<file path="config.mk">
export PLATFORM = sky130hd
export DESIGN_NAME = multicycle_ctrl
export DESIGN_NICKNAME = d
export VERILOG_FILES = /design/src/rtl/mips_pkg.sv /design/src/rtl/mem_wait_timer.sv /design/src/rtl/multicycle_ctrl.sv
export SDC_FILE = /design/constraint.sdc
export NUM_CORES = 1
export LEC_CHECK = 0
export ABC_AREA = 1
export BUFFER_PORTS_ARGS = -buffer_cell sky130_fd_sc_hd__buf_2
export CORE_MARGIN = 3
export CORE_UTILIZATION = 47
export DETAILED_ROUTE_END_ITERATION = 16
export HOLD_SLACK_MARGIN = 0.03
export PLACE_DENSITY = 0.74
export SYNTH_ARGS = -nofsm -noshare
export SYNTH_HDL_FRONTEND = slang
export SYNTH_SLANG_ARGS = --single-unit
</file>
<file path="constraint.sdc">
create_clock -name clk -period 4.1 [get_ports clk]
set_input_delay 0.41 -clock clk [delete_from_list [all_inputs] [get_ports clk]]
set_output_delay 0.41 -clock clk [all_outputs]
set_load 0.01 [all_outputs]
</file>
<file path="src/rtl/mips_pkg.sv">
`default_nettype none
// ============================================================================
//  Package     : mips_pkg
//  Description : Shared encodings for the multi-cycle MIPS control path:
//                opcodes, ALU operation codes, mux select codes, FSM state
//                encoding and trap cause codes.
//  Revision    : 1.0 - initial release
// ============================================================================
package mips_pkg;

    // Opcode field IR[31:26]
    localparam logic [5:0] OP_RTYPE = 6'b000000;
    localparam logic [5:0] OP_J     = 6'b000010;
    localparam logic [5:0] OP_BEQ   = 6'b000100;
    localparam logic [5:0] OP_BNE   = 6'b000101;
    localparam logic [5:0] OP_ADDI  = 6'b001000;
    localparam logic [5:0] OP_ANDI  = 6'b001100;
    localparam logic [5:0] OP_LW    = 6'b100011;
    localparam logic [5:0] OP_SW    = 6'b101011;

    // ALU operation select
    localparam logic [1:0] ALU_OP_ADD   = 2'b00;
    localparam logic [1:0] ALU_OP_SUB   = 2'b01;
    localparam logic [1:0] ALU_OP_FUNCT = 2'b10;
    localparam logic [1:0] ALU_OP_AND   = 2'b11;

    // ALU B operand select
    localparam logic [1:0] ALU_B_RT      = 2'b00;
    localparam logic [1:0] ALU_B_FOUR    = 2'b01;
    localparam logic [1:0] ALU_B_IMM     = 2'b10;
    localparam logic [1:0] ALU_B_IMM_SH2 = 2'b11;

    // PC source select
    localparam logic [1:0] PC_SRC_ALU    = 2'b00;
    localparam logic [1:0] PC_SRC_ALUOUT = 2'b01;
    localparam logic [1:0] PC_SRC_JUMP   = 2'b10;

    // Trap cause codes
    localparam logic [1:0] TRAP_NONE    = 2'b00;
    localparam logic [1:0] TRAP_ILLEGAL = 2'b01;
    localparam logic [1:0] TRAP_TIMEOUT = 2'b10;

    typedef enum logic [3:0] {
        ST_IDLE     = 4'd0,
        ST_FETCH    = 4'd1,
        ST_DECODE   = 4'd2,
        ST_MEM_ADDR = 4'd3,
        ST_MEM_RD   = 4'd4,
        ST_MEM_WB   = 4'd5,
        ST_MEM_WR   = 4'd6,
        ST_R_EXEC   = 4'd7,
        ST_I_EXEC   = 4'd8,
        ST_ALU_WB   = 4'd9,
        ST_BRANCH   = 4'd10,
        ST_JUMP     = 4'd11,
        ST_TRAP     = 4'd12
    } state_t;

endpackage
`default_nettype wire

</file>
<file path="src/rtl/mem_wait_timer.sv">
`default_nettype none
// ============================================================================
//  Module      : mem_wait_timer
//  Description : Counts cycles a memory request has been outstanding and
//                flags a timeout when the count reaches MEM_TIMEOUT while the
//                memory is still not ready.
//  Ports       : clk, reset (async, active-high)
//                req      - memory request currently asserted
//                ready    - memory completes the access this cycle
//                timeout  - access has waited MEM_TIMEOUT cycles, not ready
//  Revision    : 1.0 - initial release
// ============================================================================
module mem_wait_timer #(
    parameter int MEM_TIMEOUT = 15,  // 0 disables the timeout
    parameter int CNT_W       = 4    // 2**CNT_W must exceed MEM_TIMEOUT
) (
    input  logic clk,
    input  logic reset,
    input  logic req,
    input  logic ready,
    output logic timeout
);

    logic [CNT_W-1:0] wait_cnt;

    // Every exit from a memory state is through ready (or a trap, which drops
    // req), so clearing on !req or ready also clears on entry to the next
    // memory state, including FETCH directly after MEM_WR.
    always_ff @(posedge clk or posedge reset) begin
        if (reset) begin
            wait_cnt <= '0;
        end else if (!req || ready) begin
            wait_cnt <= '0;
        end else if (!timeout) begin
            wait_cnt <= wait_cnt + CNT_W'(1);
        end
    end

    // ready in the same cycle takes priority over the timeout.
    assign timeout = (MEM_TIMEOUT != 0) && req && !ready
                     && (wait_cnt == CNT_W'(MEM_TIMEOUT));

endmodule
`default_nettype wire

</file>
<file path="src/rtl/multicycle_ctrl.sv">
`default_nettype none
// ============================================================================
//  Module      : multicycle_ctrl
//  Description : Moore FSM sequencing a shared-memory multi-cycle MIPS
//                datapath (R-type, lw, sw, beq, bne, j, addi, andi). Traps on
//                an illegal opcode or a memory access timeout.
//  Ports       : clk, reset (async, active-high)
//                opcode     - IR[31:26]
//                mem_ready  - memory completes current access
//                mem_req/mem_wr/iord          - memory port control
//                ir_wr/pc_wr/pc_wr_beq/pc_wr_bne/pc_src - IR and PC update
//                alu_src_a/alu_src_b/alu_op   - ALU operand and op select
//                reg_wr/reg_dst/mem2reg       - register file write control
//                retire     - pulse on final cycle of each instruction
//                trap/trap_cause              - sticky trap status
//  Revision    : 1.0 - initial release
// ============================================================================
module multicycle_ctrl
    import mips_pkg::*;
#(
    parameter int MEM_TIMEOUT = 15,
    parameter int CNT_W       = 4
) (
    input  logic       clk,
    input  logic       reset,
    input  logic [5:0] opcode,
    input  logic       mem_ready,
    output logic       mem_req,
    output logic       mem_wr,
    output logic       iord,
    output logic       ir_wr,
    output logic       pc_wr,
    output logic       pc_wr_beq,
    output logic       pc_wr_bne,
    output logic [1:0] pc_src,
    output logic       alu_src_a,
    output logic [1:0] alu_src_b,
    output logic [1:0] alu_op,
    output logic       reg_wr,
    output logic       reg_dst,
    output logic       mem2reg,
    output logic       retire,
    output logic       trap,
    output logic [1:0] trap_cause
);

    state_t     state;
    state_t     state_nxt;
    logic [1:0] cause;
    logic       dst_rd;    // ALU_WB destination: 1 = rd (R-type), 0 = rt
    logic       is_store;  // captured in DECODE so MEM_ADDR need not read opcode
    logic       timeout;

    mem_wait_timer #(
        .MEM_TIMEOUT (MEM_TIMEOUT),
        .CNT_W       (CNT_W)
    ) u_wait_timer (
        .clk     (clk),
        .reset   (reset),
        .req     (mem_req),
        .ready   (mem_ready),
        .timeout (timeout)
    );

    // ------------------------------------------------------------------
    // Next-state logic
    // ------------------------------------------------------------------
    always_comb begin
        state_nxt = state;
        case (state)
            ST_IDLE:     state_nxt = ST_FETCH;
            ST_FETCH: begin
                if (mem_ready)    state_nxt = ST_DECODE;
                else if (timeout) state_nxt = ST_TRAP;
            end
            ST_DECODE: begin
                case (opcode)
                    OP_LW, OP_SW:     state_nxt = ST_MEM_ADDR;
                    OP_RTYPE:         state_nxt = ST_R_EXEC;
                    OP_BEQ, OP_BNE:   state_nxt = ST_BRANCH;
                    OP_J:             state_nxt = ST_JUMP;
                    OP_ADDI, OP_ANDI: state_nxt = ST_I_EXEC;
                    default:          state_nxt = ST_TRAP;
                endcase
            end
            ST_MEM_ADDR: state_nxt = is_store ? ST_MEM_WR : ST_MEM_RD;
            ST_MEM_RD: begin
                if (mem_ready)    state_nxt = ST_MEM_WB;
                else if (timeout) state_nxt = ST_TRAP;
            end
            ST_MEM_WR: begin
                if (mem_ready)    state_nxt = ST_FETCH;
                else if (timeout) state_nxt = ST_TRAP;
            end
            ST_MEM_WB:   state_nxt = ST_FETCH;
            ST_R_EXEC:   state_nxt = ST_ALU_WB;
            ST_I_EXEC:   state_nxt = ST_ALU_WB;
            ST_ALU_WB:   state_nxt = ST_FETCH;
            ST_BRANCH:   state_nxt = ST_FETCH;
            ST_JUMP:     state_nxt = ST_FETCH;
            ST_TRAP:     state_nxt = ST_TRAP;
            default:     state_nxt = ST_IDLE;
        endcase
    end

    // ------------------------------------------------------------------
    // State and side registers
    // ------------------------------------------------------------------
    always_ff @(posedge clk or posedge reset) begin
        if (reset) begin
            state    <= ST_IDLE;
            cause    <= TRAP_NONE;
            dst_rd   <= 1'b0;
            is_store <= 1'b0;
        end else begin
            state <= state_nxt;
            // The only trap from DECODE is an illegal opcode; every other
            // entry comes from a memory state timing out.
            if (state_nxt == ST_TRAP && state != ST_TRAP) begin
                cause <= (state == ST_DECODE) ? TRAP_ILLEGAL : TRAP_TIMEOUT;
            end
            if (state == ST_DECODE) is_store <= (opcode == OP_SW);
            if (state == ST_R_EXEC) dst_rd <= 1'b1;
            if (state == ST_I_EXEC) dst_rd <= 1'b0;
        end
    end

    // ------------------------------------------------------------------
    // Output decode (state only, except the mem_ready-qualified strobes)
    // ------------------------------------------------------------------
    always_comb begin
        mem_req    = 1'b0;
        mem_wr     = 1'b0;
        iord       = 1'b0;
        ir_wr      = 1'b0;
        pc_wr      = 1'b0;
        pc_wr_beq  = 1'b0;
        pc_wr_bne  = 1'b0;
        pc_src     = PC_SRC_ALU;
        alu_src_a  = 1'b0;
        alu_src_b  = ALU_B_RT;
        alu_op     = ALU_OP_ADD;
        reg_wr     = 1'b0;
        reg_dst    = 1'b0;
        mem2reg    = 1'b0;
        retire     = 1'b0;
        trap       = 1'b0;
        trap_cause = cause;
        case (state)
            ST_FETCH: begin
                mem_req   = 1'b1;
                alu_src_b = ALU_B_FOUR;
                ir_wr     = mem_ready;
                pc_wr     = mem_ready;
            end
            ST_DECODE: begin
                alu_src_b = ALU_B_IMM_SH2;  // ALUOut = branch target
            end
            ST_MEM_ADDR: begin
                alu_src_a = 1'b1;
                alu_src_b = ALU_B_IMM;
            end
            ST_MEM_RD: begin
                mem_req = 1'b1;
                iord    = 1'b1;
            end
            ST_MEM_WB: begin
                reg_wr = 1'b1;
                retire = 1'b1;
            end
            ST_MEM_WR: begin
                mem_req = 1'b1;
                mem_wr  = 1'b1;
                iord    = 1'b1;
                retire  = mem_ready;
            end
            ST_R_EXEC: begin
                alu_src_a = 1'b1;
                alu_src_b = ALU_B_RT;
                alu_op    = ALU_OP_FUNCT;
            end
            ST_I_EXEC: begin
                alu_src_a = 1'b1;
                alu_src_b = ALU_B_IMM;
                alu_op    = (opcode == OP_ANDI) ? ALU_OP_AND : ALU_OP_ADD;
            end
            ST_ALU_WB: begin
                reg_wr  = 1'b1;
                reg_dst = dst_rd;
                mem2reg = 1'b1;
                retire  = 1'b1;
            end
            ST_BRANCH: begin
                alu_src_a = 1'b1;
                alu_src_b = ALU_B_RT;
                alu_op    = ALU_OP_SUB;
                pc_src    = PC_SRC_ALUOUT;
                pc_wr_beq = (opcode == OP_BEQ);
                pc_wr_bne = (opcode == OP_BNE);
                retire    = 1'b1;
            end
            ST_JUMP: begin
                pc_src = PC_SRC_JUMP;
                pc_wr  = 1'b1;
                retire = 1'b1;
            end
            ST_TRAP: begin
                trap = 1'b1;
            end
            default: begin
            end
        endcase
    end

endmodule
`default_nettype wire
</file>
# Word-level counts from Yosys, hierarchy flattened
# Index checks and enable logic that the tools add are counted.
# word_totals
register_bits	12
latchBits	0
ramBits	0
rom_bits	0
input_bits	9
wordCells	78
n_memories	0
# classes
addsub	1
n_mul	0
n_div	0
order_cmp	0
n_eq_ne	23
n_shift	0
muxes	29
bitwise_logic	0
n_reduce_logical	20
# ops
op	n
$pmux 4 s8	1
$eq 4x4->1 const B	7
$mux 4	6
$pmux 4 s5	1
$eq 4x3->1 const B	4
$reduce_or 2->1	7
$mux 1	13
$eq 6x3->1 const B	2
$eq 6x4->1 const B	2
$eq 6x6->1 const B	2
$pmux 2 s3	2
$eq 4x2->1 const B	2
$reduce_or 4->1	2
$eq 6x2->1 const B	1
$logic_not 6->1	1
$mux 2	3
$reduce_or 5->1	1
$add 4x1->4 const B	1
$eq 4x1->1 const B	1
$logic_not 4->1	1
$ne 4x4->1 const B	1
$pmux 1 s2	2
$pmux 2 s2	1
$logic_and 1x1->1	3
other kinds (5)	6

# Depth between registers and ports, before layout
# Gate-level depths: netlist of run 1.
# logic_depth
ltp_word	10
mapped_depth	11
depth_no_buf	11

# By module
# From an unflattened synthesis of run 1, not the netlist that was laid out.
# hier_totals
cells_unflattened	156
hier_area_um2	1012.2
# by_module_without_submodules
mod	n_inst	cells_per_inst	area_each_um2	seq_area_each_um2
multicycle_ctrl	1	126	780.7	200.2
mem_wait_timer	1	30	231.5	100.1

# Worst setup path after synthesis of run 1
# OpenSTA, ideal clock, no wires.
# synth_timing
path_type	register to output
start	register state[3]
end	output port pc_wr_beq
arrival_ps	1297
t_required_ps	3690
slack_ps	2393
path_stages_with_launch	7
n_path_buf	0
path_cell_list	dfrtp_1 -> inv_1 -> nor2_2 -> inv_2 -> nor2_1 -> inv_1 -> nor4_2
# synth_between
elab_chain_cells	2
# synth_lines
item	line_no	source
start: declaration	multicycle_ctrl.sv:47	state_t state;
start signal: assignment	multicycle_ctrl.sv:116	state <= state_nxt;
$eq 4x4->1	multicycle_ctrl.sv:149	case (state)
$mux 1	multicycle_ctrl.sv:149	
end: declaration	multicycle_ctrl.sv:33	output logic pc_wr_beq,
# No other way between the ends.

# Worst setup path after layout of run 1
# layout_timing
start	register state[1]
end	output port alu_op[1]
# layout_between
elab_chain_cells	2
word_cells_on_any_way	4
cone_classes	3 x eq/ne; 1 x mux
# layout_lines
item	line_no	source
$eq 4x4->1 or $eq 4x3->1 (tied branches)	multicycle_ctrl.sv:149	
$pmux 2 s3 (*)	multicycle_ctrl.sv:149	
end: declaration	multicycle_ctrl.sv:38	output logic [1:0] alu_op,
# Every way passes the cells marked *; elsewhere a longest branch is shown, timed or not.

==> results of run 1 <==
[layer usage]
metal	share of wire	track usage	vias up
met3	0.048	0.0262	2
li1	-	-	521
met4	0.0025	0.0393	0
met5	0	0	-
met2	0.49	0.341	26
met1	0.46	0.279	458
[power groups by stage]
stage	Sequential [mW]	Clock, mW	Combinational [mW]
floorplan	0.188	0	0.287
global placement	0.192	0	0.392
detailed placement	0.193	0	0.397
CTS	0.190	0.0997	0.398
global route	0.195	0.108	0.444
finish	0.193	0.0979	0.396
[critical path, cell delays in order, from the launching register on]
cell and delay [ps]:
dfrtp_1 460, nor2_1 270, nand2_2 130, or3_1 370
nand2_1 60, buf_2 130
[metrics by stage]
step	hold WS, ps	area [sq um]
floorplan	275	963
global placement	450	1140
detailed placement	457	1140
CTS	147	1180
global route	164	1180
finish	136	1180
[worst paths after layout]
kind                                                from  slack [ps]             to
max in group asynchronous                          reset        3640       state[0]
worst min register to register             trap_cause[0]         480  trap_cause[0]
worst max register to register  u_wait_timer.wait_cnt[1]        2420  trap_cause[1]
min in group clk                               mem_ready         410       state[1]
worst max-delay path                            state[1]        1990      alu_op[1]
worst min-delay path                               reset         140  trap_cause[1]
[registers in the layout (all words and copies together), names as in the netlist]
register and cells:
dst_rd 1, is_store 1, state 4, trap_cause 2
u_wait_timer.wait_cnt 4
[final cells by class]
class / count / share of cell area
sequential: 12 / 0.255
tap: 25 / 0.0266
timing repair buffer: 29 / 0.123
multi-input combinational: 102 / 0.470
inverter: 29 / 0.0936
clock buffer: 4 / 0.0309
[cell usage after synthesis]
library cell / n
nand3_1: 10
nor2_4: 3
nor3_1: 2
o311ai_1: 1
inv_2: 6
nand2_2: 6
nand3_4: 1
nand3_2: 3
o21ai_2: 1
nor2_1: 21
nand2_1: 28
nand4_1: 5
nor2_2: 3
nor4_2: 1
ha_1: 1
dfrtp_1: 12
a21oi_1: 4
or3_1: 1
clkinv_2: 1
o22ai_1: 1
nand2_4: 2
a22oi_1: 1
inv_1: 22
o21ai_0: 7
[kinds of logic after synthesis]
kind of cell,count (synthesis)
flops,12
fa+ha+maj,1
compound gates,15
buf+inv,29
simple gates,86
==> impl_metrics.py, run 1 <==
metrics = {
    "status": {
        "status": "finished clean",
    },
    "power": {
        "leakagePower_nw": 0.680,
        "power_switching_mw": 0.341,
        "power_density_mw_per_mm2": 583,
        "total_power_mw": 0.686,
        "internal_power_mw": 0.346,
        "ir_drop_mv": 0.289,
        "seqPwrFrac": 0.281,
        "p_comb_frac": 0.577,
        "swShare": 0.496,
        "power_frac_clock": 0.143,
    },
    "timing": {
        "slew_viol_final": 0,
        "period_minus_slack_ps": 2110,
        "hold_viol": 0,
        "max_freq_ghz": 0.475,
        "timing_worst_slew_pin_value_ps": 484,
        "worst_slack_ps": 1990,
        "setup-tns-final_ps": 0,
        "setup_viol": 0,
        "maxSlewHeadroom": 0.677,
        "rsz0062_at_grt": "false",
        "finalClockSkew_ps": 1.94,
        "period_share": 0.514,
    },
    "setup_path": {
        "crit_fanout": 5,
        "worstSetupStartpointType": "register",
        "cp.required_ps": 3690,
        "crit_type": "reg2out",
        "rr_worst_depth": 10,
        "end_kind": "primary output",
        "cp.arrival_ps": 1700,
    },
    "cells_and_area": {
        "antennaDiodeCount": 0,
        "seq_area_sq_um": 300,
        "stdcell_count": 201,
        "layout_common_cells": "buf_2 (29), nand2_1 (28), inv_1 (22)",
        "syn_to_final_growth_pct": 22.1,
        "nNetsFinal": 187,
        "multi_input_area_sq_um": 553,
        "num-fill-cells": 177,
        "drive_above_1_share": 0.341,
        "fin_util": 0.646,
        "layout_commonest_cell": "buf_2",
    },
    "synthesis": {
        "synth_largest_area_cell": "dfrtp_1",
        "synthTopCellsByArea": "dfrtp_1 (31%), nand2_1 (11%), inv_1 (8.6%)",
        "synth_seq_area_share": 0.312,
        "ys_ff_latch": 12,
        "synth_area_per_cell_sq_um": 6.74,
        "synth_compound_area_frac": 0.0896,
        "ys_types": 24,
        "synthMuxAreaShare": 0,
        "synth_top_family_by_area": "simple AND/OR/NAND/NOR gates",
        "syn_inst": 143,
        "synth_fa_ha_area_frac": 0.0130,
        "synth_xor_area_frac": 0,
        "synthSimpleGateAreaFrac": 0.471,
        "synthesis.nets": 153,
        "yosysTopAreaCellShare": 0.312,
        "netlist_area_sq_um": 963,
        "ys_warn_count": 0,
    },
    "drt": {
        "drt_first_pass_iters": 4,
        "drt_wl_total_um": 2430,
        "wl_per_cell_um": 12.1,
        "vias": 1007,
        "via_per_inst": 5.01,
        "drc": 0,
        "drt_iter0_markers": 24,
        "ant_nets": 0,
    },
    "placed_design": {
        "placed_cells": 197,
        "gp_congestion": 0.906,
        "io_buffers": 29,
        "dp_hpwl_um": 1940,
        "dp_slack_ps": 2310,
    },
    "clocking": {
        "cts.sinks": 12,
        "cts_setup_buffers": 0,
        "clock_latency_ps": 270,
        "clock_path_buffers": 2,
        "cts.clk_slew.worst_paths_ps": 80,
        "cts-resized-gates": 0,
        "htree_levels": 1,
        "root_buffer": "clkbuf_4",
        "holdBufCountCts": 0,
        "cts_buffers": 3,
        "tritoncts": "done",
    },
    "min_path": {
        "min_path_type": "in2async",
    },
    "global_route": {
        "overflow": 0,
        "grt_pass1_vias": 897,
        "grt_max_degree": 13,
        "grt_pass1_wl_um": 4060,
        "grt_usage": 0.203,
        "antenna_found_initial": 0,
    },
    "die": {
        "dieWidth_um": 51.3,
        "initial_core_util": 0.529,
        "num_io_pins": 30,
        "core_area_sq_mm": 0.00182,
        "rows": 15,
        "die_h_um": 51.3,
        "dieArea_sq_mm": 0.00263,
    },
    "run": {
        "drv_cap": 0,
    },
}
Power figures use the tool's default switching activity.
==> run 2: changes to the inputs <==
--- a/config.mk
+++ b/config.mk
@@ -5,13 +5,13 @@
 export SDC_FILE = /design/constraint.sdc
 export NUM_CORES = 1
 export LEC_CHECK = 0
-export ABC_AREA = 1
+export ABC_AREA = 0
 export BUFFER_PORTS_ARGS = -buffer_cell sky130_fd_sc_hd__buf_2
 export CORE_MARGIN = 3
-export CORE_UTILIZATION = 47
+export CORE_UTILIZATION = 46
 export DETAILED_ROUTE_END_ITERATION = 16
 export HOLD_SLACK_MARGIN = 0.03
-export PLACE_DENSITY = 0.74
+export PLACE_DENSITY = 0.75
 export SYNTH_ARGS = -nofsm -noshare
 export SYNTH_HDL_FRONTEND = slang
 export SYNTH_SLANG_ARGS = --single-unit
==> constraint.sdc (replaced) <==
create_clock -name clk -period 1.85 [get_ports clk]
set_input_delay 0.185 -clock clk [delete_from_list [all_inputs] [get_ports clk]]
set_output_delay 0.185 -clock clk [all_outputs]
set_load 0.01 [all_outputs]
==> run 2 against run 1 <==
Sequential share of layout area is 3.1 points lower. Combinational power grew to 3.1 times the previous value. Critical path depth stayed put. Highest routed layer unchanged. First-iteration DRC count is 88% higher. Via count is 14% higher. Synthesized cell count is 8.4% lower. Non-clock buffer count is 14 higher. Register-to-register slack worse by 2400 ps. Final area is 15% higher. Clock-buffer cell count stayed put. Sequential power is 130% higher. Critical endpoint is now trap_cause[0].
==> impl_metrics.py, run 2 <==
metrics = {
    "synthesis": {
        "synthesis.nets": 141,
        "netlist_area_sq_mm": 0.00104,
        "ys_warn_count": 0,
        "synth_largest_area_cell": "dfrtp_1",
        "synthTopCellsByArea": "dfrtp_1 (29%), nor2_1 (7.6%), mux2i_1 (4.8%)",
        "ys_types": 48,
        "ys_ff_latch": 12,
        "yosysTopAreaCellShare": 0.290,
        "synth_ff_type": "dfrtp_1",
        "synth_seq_area_share": 0.290,
        "synthArstFlopShare": 1.00,
        "synth_area_per_cell_sq_um": 7.92,
        "yosysMostFrequentCell": "nor2_1",
        "synth_edf_count": 0,
        "syn_inst": 131,
        "synth_commonest_cells": "nor2_1 (21), dfrtp_1 (12), nand2_1 (7)",
    },
    "placed_design": {
        "io_buffers": 29,
        "dp_hpwl_um": 2210,
        "dpl_cell_area_sq_mm": 0.00123,
        "gp_congestion": 0.959,
    },
    "die": {
        "initial_core_util": 0.508,
        "die_h_um": 53.5,
        "num_io_pins": 30,
        "rows": 16,
        "dieWidth_um": 53.5,
        "core_area_sq_mm": 0.00204,
        "dieArea_sq_mm": 0.00286,
    },
    "setup_path": {
        "crit_end": "trap_cause[0]",
        "r2r-end": "trap_cause[0]",
        "worstPathCellList": "buf_4 -> nor2_1 -> mux2i_1 -> or4_4 -> a22o_1",
        "crit_slowest_cell": "or4_4",
        "r2r-start": "state[1]",
        "crit_type": "reg2reg",
        "end_kind": "register",
        "cp_slowest_stage_delay_ps": 530,
        "rr_worst_depth": 5,
        "critPathLaunch": "state[1]",
        "r2r_slack_ps": 40,
        "crit_fanout": 6,
        "cp.required_ps": 2020,
        "worstSetupStartpointType": "register",
        "cp.arrival_ps": 1980,
    },
    "cells_and_area": {
        "final_area_sq_mm": 0.00135,
        "layout_common_cells": "buf_2 (29), nor2_1 (20), buf_4 (13)",
        "drive_above_1_share": 0.387,
        "nNetsFinal": 179,
        "syn_to_final_growth_pct": 30.4,
        "layout_commonest_cell": "buf_2",
        "antennaDiodeCount": 0,
    },
    "global_route": {
        "grt_max_degree": 13,
        "grt_pass1_vias": 1005,
        "antenna_found_initial": 0,
        "grt_pass1_wl_um": 4770,
        "grt_usage": 0.229,
        "overflow": 0,
    },
    "power": {
        "seqPwrFrac": 0.238,
        "internal_power_mw": 1.02,
        "leakagePower_nw": 0.632,
        "swShare": 0.461,
        "p_comb_frac": 0.650,
        "power_switching_mw": 0.871,
        "power_frac_clock": 0.112,
        "total_power_mw": 1.89,
        "power_density_mw_per_mm2": 1400,
        "ir_drop_mv": 0.806,
    },
    "drt": {
        "drt_iter0_markers": 45,
        "vias": 1147,
        "ant_nets": 0,
        "drt_first_pass_iters": 5,
        "drc": 0,
        "wl_per_cell_um": 15.9,
        "via_per_inst": 5.88,
        "drt_wl_total_um": 3090,
    },
    "run": {
        "drv_cap": 0,
    },
    "timing": {
        "maxSlewHeadroom": 0.695,
        "period_minus_slack_ps": 1810,
        "finalClockSkew_ps": 0.786,
        "slew_viol_final": 0,
        "max_freq_ghz": 0.553,
        "period_share": 0.978,
        "rsz0062_at_grt": "true",
        "timing_worst_slew_pin_value_ps": 457,
        "setup_viol": 0,
        "holdWs_ps": 224,
        "hold_viol": 0,
    },
    "min_path": {
        "min_path_type": "in2reg",
        "min_from": "opcode[4]",
    },
    "clocking": {
        "root_buffer": "clkbuf_4",
        "tritoncts": "done",
        "clock_path_buffers": 2,
        "htree_levels": 1,
        "cts_buffers": 3,
        "clock_latency_ps": 280,
        "cts.clk_slew.worst_paths_ps": 80,
        "cts.sinks": 12,
    },
    "status": {
        "status": "finished clean",
    },
}
## run 2: worst min-delay path by stage
stage                           to  slack (ps)  cells past startpoint
final                     is_store         220                      2
after global routing      is_store         230                      2
after detailed placement    dst_rd         210                      2
after global placement    state[2]         220                      2
after CTS                 is_store         200                      2
after floorplan             dst_rd          50                      1
## run 2: what timing repair did
action                                  in CTS  in global routing
pin swaps                                    0                  2
endpoints found under the hold margin       12                  0
gates resized for setup                      4                  9
hold buffers                                 1                  0
endpoints found under the setup margin       2                  7
setup buffers                                0                  3
## run 2: power groups by stage
| stage | logic [mW] | clock network [mW] | registers [mW] |
|---|---|---|---|
| detailed placement | 1.08 | 0 | 0.451 |
| global placement | 1.07 | 0 | 0.445 |
| global route | 1.34 | 0.228 | 0.458 |
| floorplan | 0.761 | 0 | 0.419 |
| CTS | 1.12 | 0.218 | 0.451 |
| finish | 1.23 | 0.212 | 0.449 |
## run 2: cells by family after synthesis
logic type | share of synthesized area
muxes | 0.0591
xor gates and xnor gates | 0.00845
buffers and inverters | 0.0784
AOI/OAI and AO/OA | 0.203
DFF | 0.290
and+or+nand+nor | 0.350
adders and majority gates | 0.0121
## run 2: critical path, delay by kind of cell, from the launching register on
kind,cells,cell delay [ps]
simple gates,2,700
flops,1,460
compound gates,1,240
buf+inv,1,160
mux,1,150
## run 2: per-layer routing
metal  global-route usage  part of all wire  up-vias
li1                     -                 -      559
met1                0.322              0.45      526
met2                0.355              0.47       58
met3               0.0592             0.079        4
met4               0.0340            0.0055        0
met5                    0                 0        -
## run 2: stage by stage
step	utilization	std cells	worst slack (ps)	TNS, ps
finish	0.662	195	40.4	0
global route	0.662	195	-36.4	-62.3
CTS	0.633	192	1.97	0
detailed placement	0.604	187	37.7	0
global placement	0.604	187	65.2	0
floorplan	-	131	51.0	0
## run 2: cell type report
cell class / instances / area [sq um]
inverter: 6 / 22.5
sequential: 12 / 304
fill: 183 / 689
timing repair buffer: 43 / 253
clock buffer: 4 / 36.3
tap: 27 / 33.8
multi-input combinational: 103 / 703
==> run 3: changes to the inputs <==
--- a/config.mk
+++ b/config.mk
@@ -7,11 +7,13 @@
 export LEC_CHECK = 0
 export ABC_AREA = 0
 export BUFFER_PORTS_ARGS = -buffer_cell sky130_fd_sc_hd__buf_2
+export CELL_PAD_IN_SITES_DETAIL_PLACEMENT = 2
+export CELL_PAD_IN_SITES_GLOBAL_PLACEMENT = 2
 export CORE_MARGIN = 3
-export CORE_UTILIZATION = 46
+export CORE_UTILIZATION = 26
 export DETAILED_ROUTE_END_ITERATION = 16
 export HOLD_SLACK_MARGIN = 0.03
-export PLACE_DENSITY = 0.75
+export PLACE_DENSITY_LB_ADDON = 0.1
 export SYNTH_ARGS = -nofsm -noshare
 export SYNTH_HDL_FRONTEND = slang
 export SYNTH_SLANG_ARGS = --single-unit
==> run 3 against run 2 <==
Clock-buffer cell count unchanged. Clock skew grew 10 ps. Core utilization shrank 26 points. Non-clock buffer count increased by 10. Sequential share of layout area is 2.4 points lower. Combinational power up 19%. Die area rose by 67%. First-iteration DRC count decreased by 33%. Sequential power fell by 6.5%. Register-to-register slack lost 30 ps. Critical endpoint unchanged. Highest routed layer unchanged.
==> impl_metrics.py, run 3 (synthesis results as in run 2) <==
metrics = {
    "drt": {
        "ant_nets": 0,
        "dr_wl_met2_um": 1970,
        "drt_wl_total_um": 4110,
        "highest_layer": "met4",
        "drt_iter0_markers": 30,
        "wl_met3_um": 146,
        "drt_first_pass_iters": 4,
        "via_per_inst": 5.29,
        "wl_per_cell_um": 18.2,
        "drc": 0,
        "vias": 1196,
        "met1Wirelength_um": 1910,
    },
    "placed_design": {
        "dp_hpwl_um": 3000,
        "dpl_cell_area_sq_mm": 0.00127,
        "gp_congestion": 0.833,
        "dp_slack_ps": 31.9,
        "io_buffers": 29,
    },
    "setup_path": {
        "end_kind": "register",
        "r2r_slack_ps": 8,
        "crit_fanout": 4,
        "cp.required_ps": 2050,
        "rr_worst_depth": 6,
        "worstSetupStartpointType": "register",
        "crit_type": "reg2reg",
        "cp.arrival_ps": 2040,
        "r2r-end": "trap_cause[0]",
        "r2r-start": "state[3]",
    },
    "min_path": {
        "min_path_type": "in2reg",
        "hold_path_depth": 2,
        "min_from": "opcode[4]",
        "min_to": "is_store",
    },
    "clocking": {
        "root_buffer": "clkbuf_8",
        "clock_latency_ps": 250,
        "cts.clk_slew.worst_paths_ps": 70,
        "clock_path_buffers": 2,
        "cts_buffers": 3,
        "htree_levels": 1,
        "cts.sinks": 12,
        "tritoncts": "done",
    },
    "die": {
        "rows": 22,
        "num_io_pins": 30,
        "core_area_sq_mm": 0.00374,
        "die_h_um": 69.2,
        "dieWidth_um": 69.2,
        "initial_core_util": 0.277,
        "dieArea_sq_mm": 0.00478,
    },
    "global_route": {
        "grt_max_degree": 14,
        "grt_usage": 0.172,
        "antenna_found_initial": 0,
        "grt_pass1_vias": 1296,
        "overflow": 0,
        "grt_pass1_wl_um": 6690,
    },
    "timing": {
        "slew_viol_final": 0,
        "holdWs_ps": 305,
        "max_freq_ghz": 0.543,
        "timing_worst_slew_pin_value_ps": 530,
        "rsz0062_at_grt": "true",
        "period_minus_slack_ps": 1840,
        "setup-tns-final_ps": 0,
        "maxSlewHeadroom": 0.646,
        "period_share": 0.996,
        "worst_slack_ps": 8.18,
        "hold_viol": 0,
        "setup_viol": 0,
        "finalClockSkew_ps": 10.9,
    },
    "cells_and_area": {
        "nNetsFinal": 189,
        "layout_commonest_cell": "buf_2",
        "antennaDiodeCount": 0,
        "multi_input_area_sq_um": 704,
        "num-fill-cells": 458,
        "layout_common_cells": "buf_2 (28), nor2_1 (18), buf_4 (17)",
        "seq_area_sq_um": 304,
        "drive_above_1_share": 0.404,
        "syn_to_final_growth_pct": 45.7,
        "final_area_sq_mm": 0.00151,
    },
    "run": {
        "drv_cap": 0,
    },
    "power": {
        "power_density_mw_per_mm2": 1440,
        "leakagePower_nw": 0.705,
        "ir_drop_mv": 0.592,
    },
    "status": {
        "status": "finished clean",
    },
}
run 3: cell type report:
type                            count  area share
Multi-Input combinational cell    103       0.466
Timing Repair Buffer               53       0.242
Sequential cell                    12       0.201
Tap cell                           48      0.0397
Clock buffer                        4      0.0364
Inverter                            6      0.0149
run 3: metrics by stage:
stage	power (mW)	instances	util
2_1_floorplan	1.18	131	-
3_3_place_gp	1.59	210	0.340
3_5_place_dp	1.63	210	0.340
4_1_cts	2.02	219	0.371
5_1_grt	2.36	226	0.404
6_report	2.18	226	0.404
run 3: how the worst max path moves through the flow:
stage | startpoint | endpoint | slack [ps]
after global routing | state[3] | trap_cause[1] | -70
after CTS | state[3] | trap_cause[1] | -2
after floorplan | u_wait_timer.wait_cnt[0] | trap_cause[0] | 50
after global placement | u_wait_timer.wait_cnt[1] | trap_cause[0] | 70
after detailed placement | u_wait_timer.wait_cnt[1] | trap_cause[0] | 30
final | state[3] | trap_cause[0] | 8
run 3: layer usage:
metal	vias up	GRT usage
met5	-	0
met2	26	0.291
li1	578	-
met4	0	0.0477
met3	9	0.0335
met1	583	0.222
run 3: what timing repair did:
item,4_1_cts,5_1_grt
gates resized for setup,6,12
pin swaps,1,2
hold buffers,1,0
buffers inserted,4,7
setup endpoints to repair,7,9
endpoints found under the hold margin,12,0
run 3: critical path, stage by stage (launching register included):
cell     delay, ps
dfrtp_2        440
buf_6          130
or4b_4         560
o32ai_4        280
a21oi_2         80
nor3_2         140
a22o_1         150
run 3: power by group:
| part | total, mW | switching [mW] | internal (mW) |
|---|---|---|---|
| sequential | 0.420 | 0.0631 | 0.357 |
| clock | 0.307 | 0.118 | 0.189 |
| combinational | 1.46 | 0.792 | 0.664 |
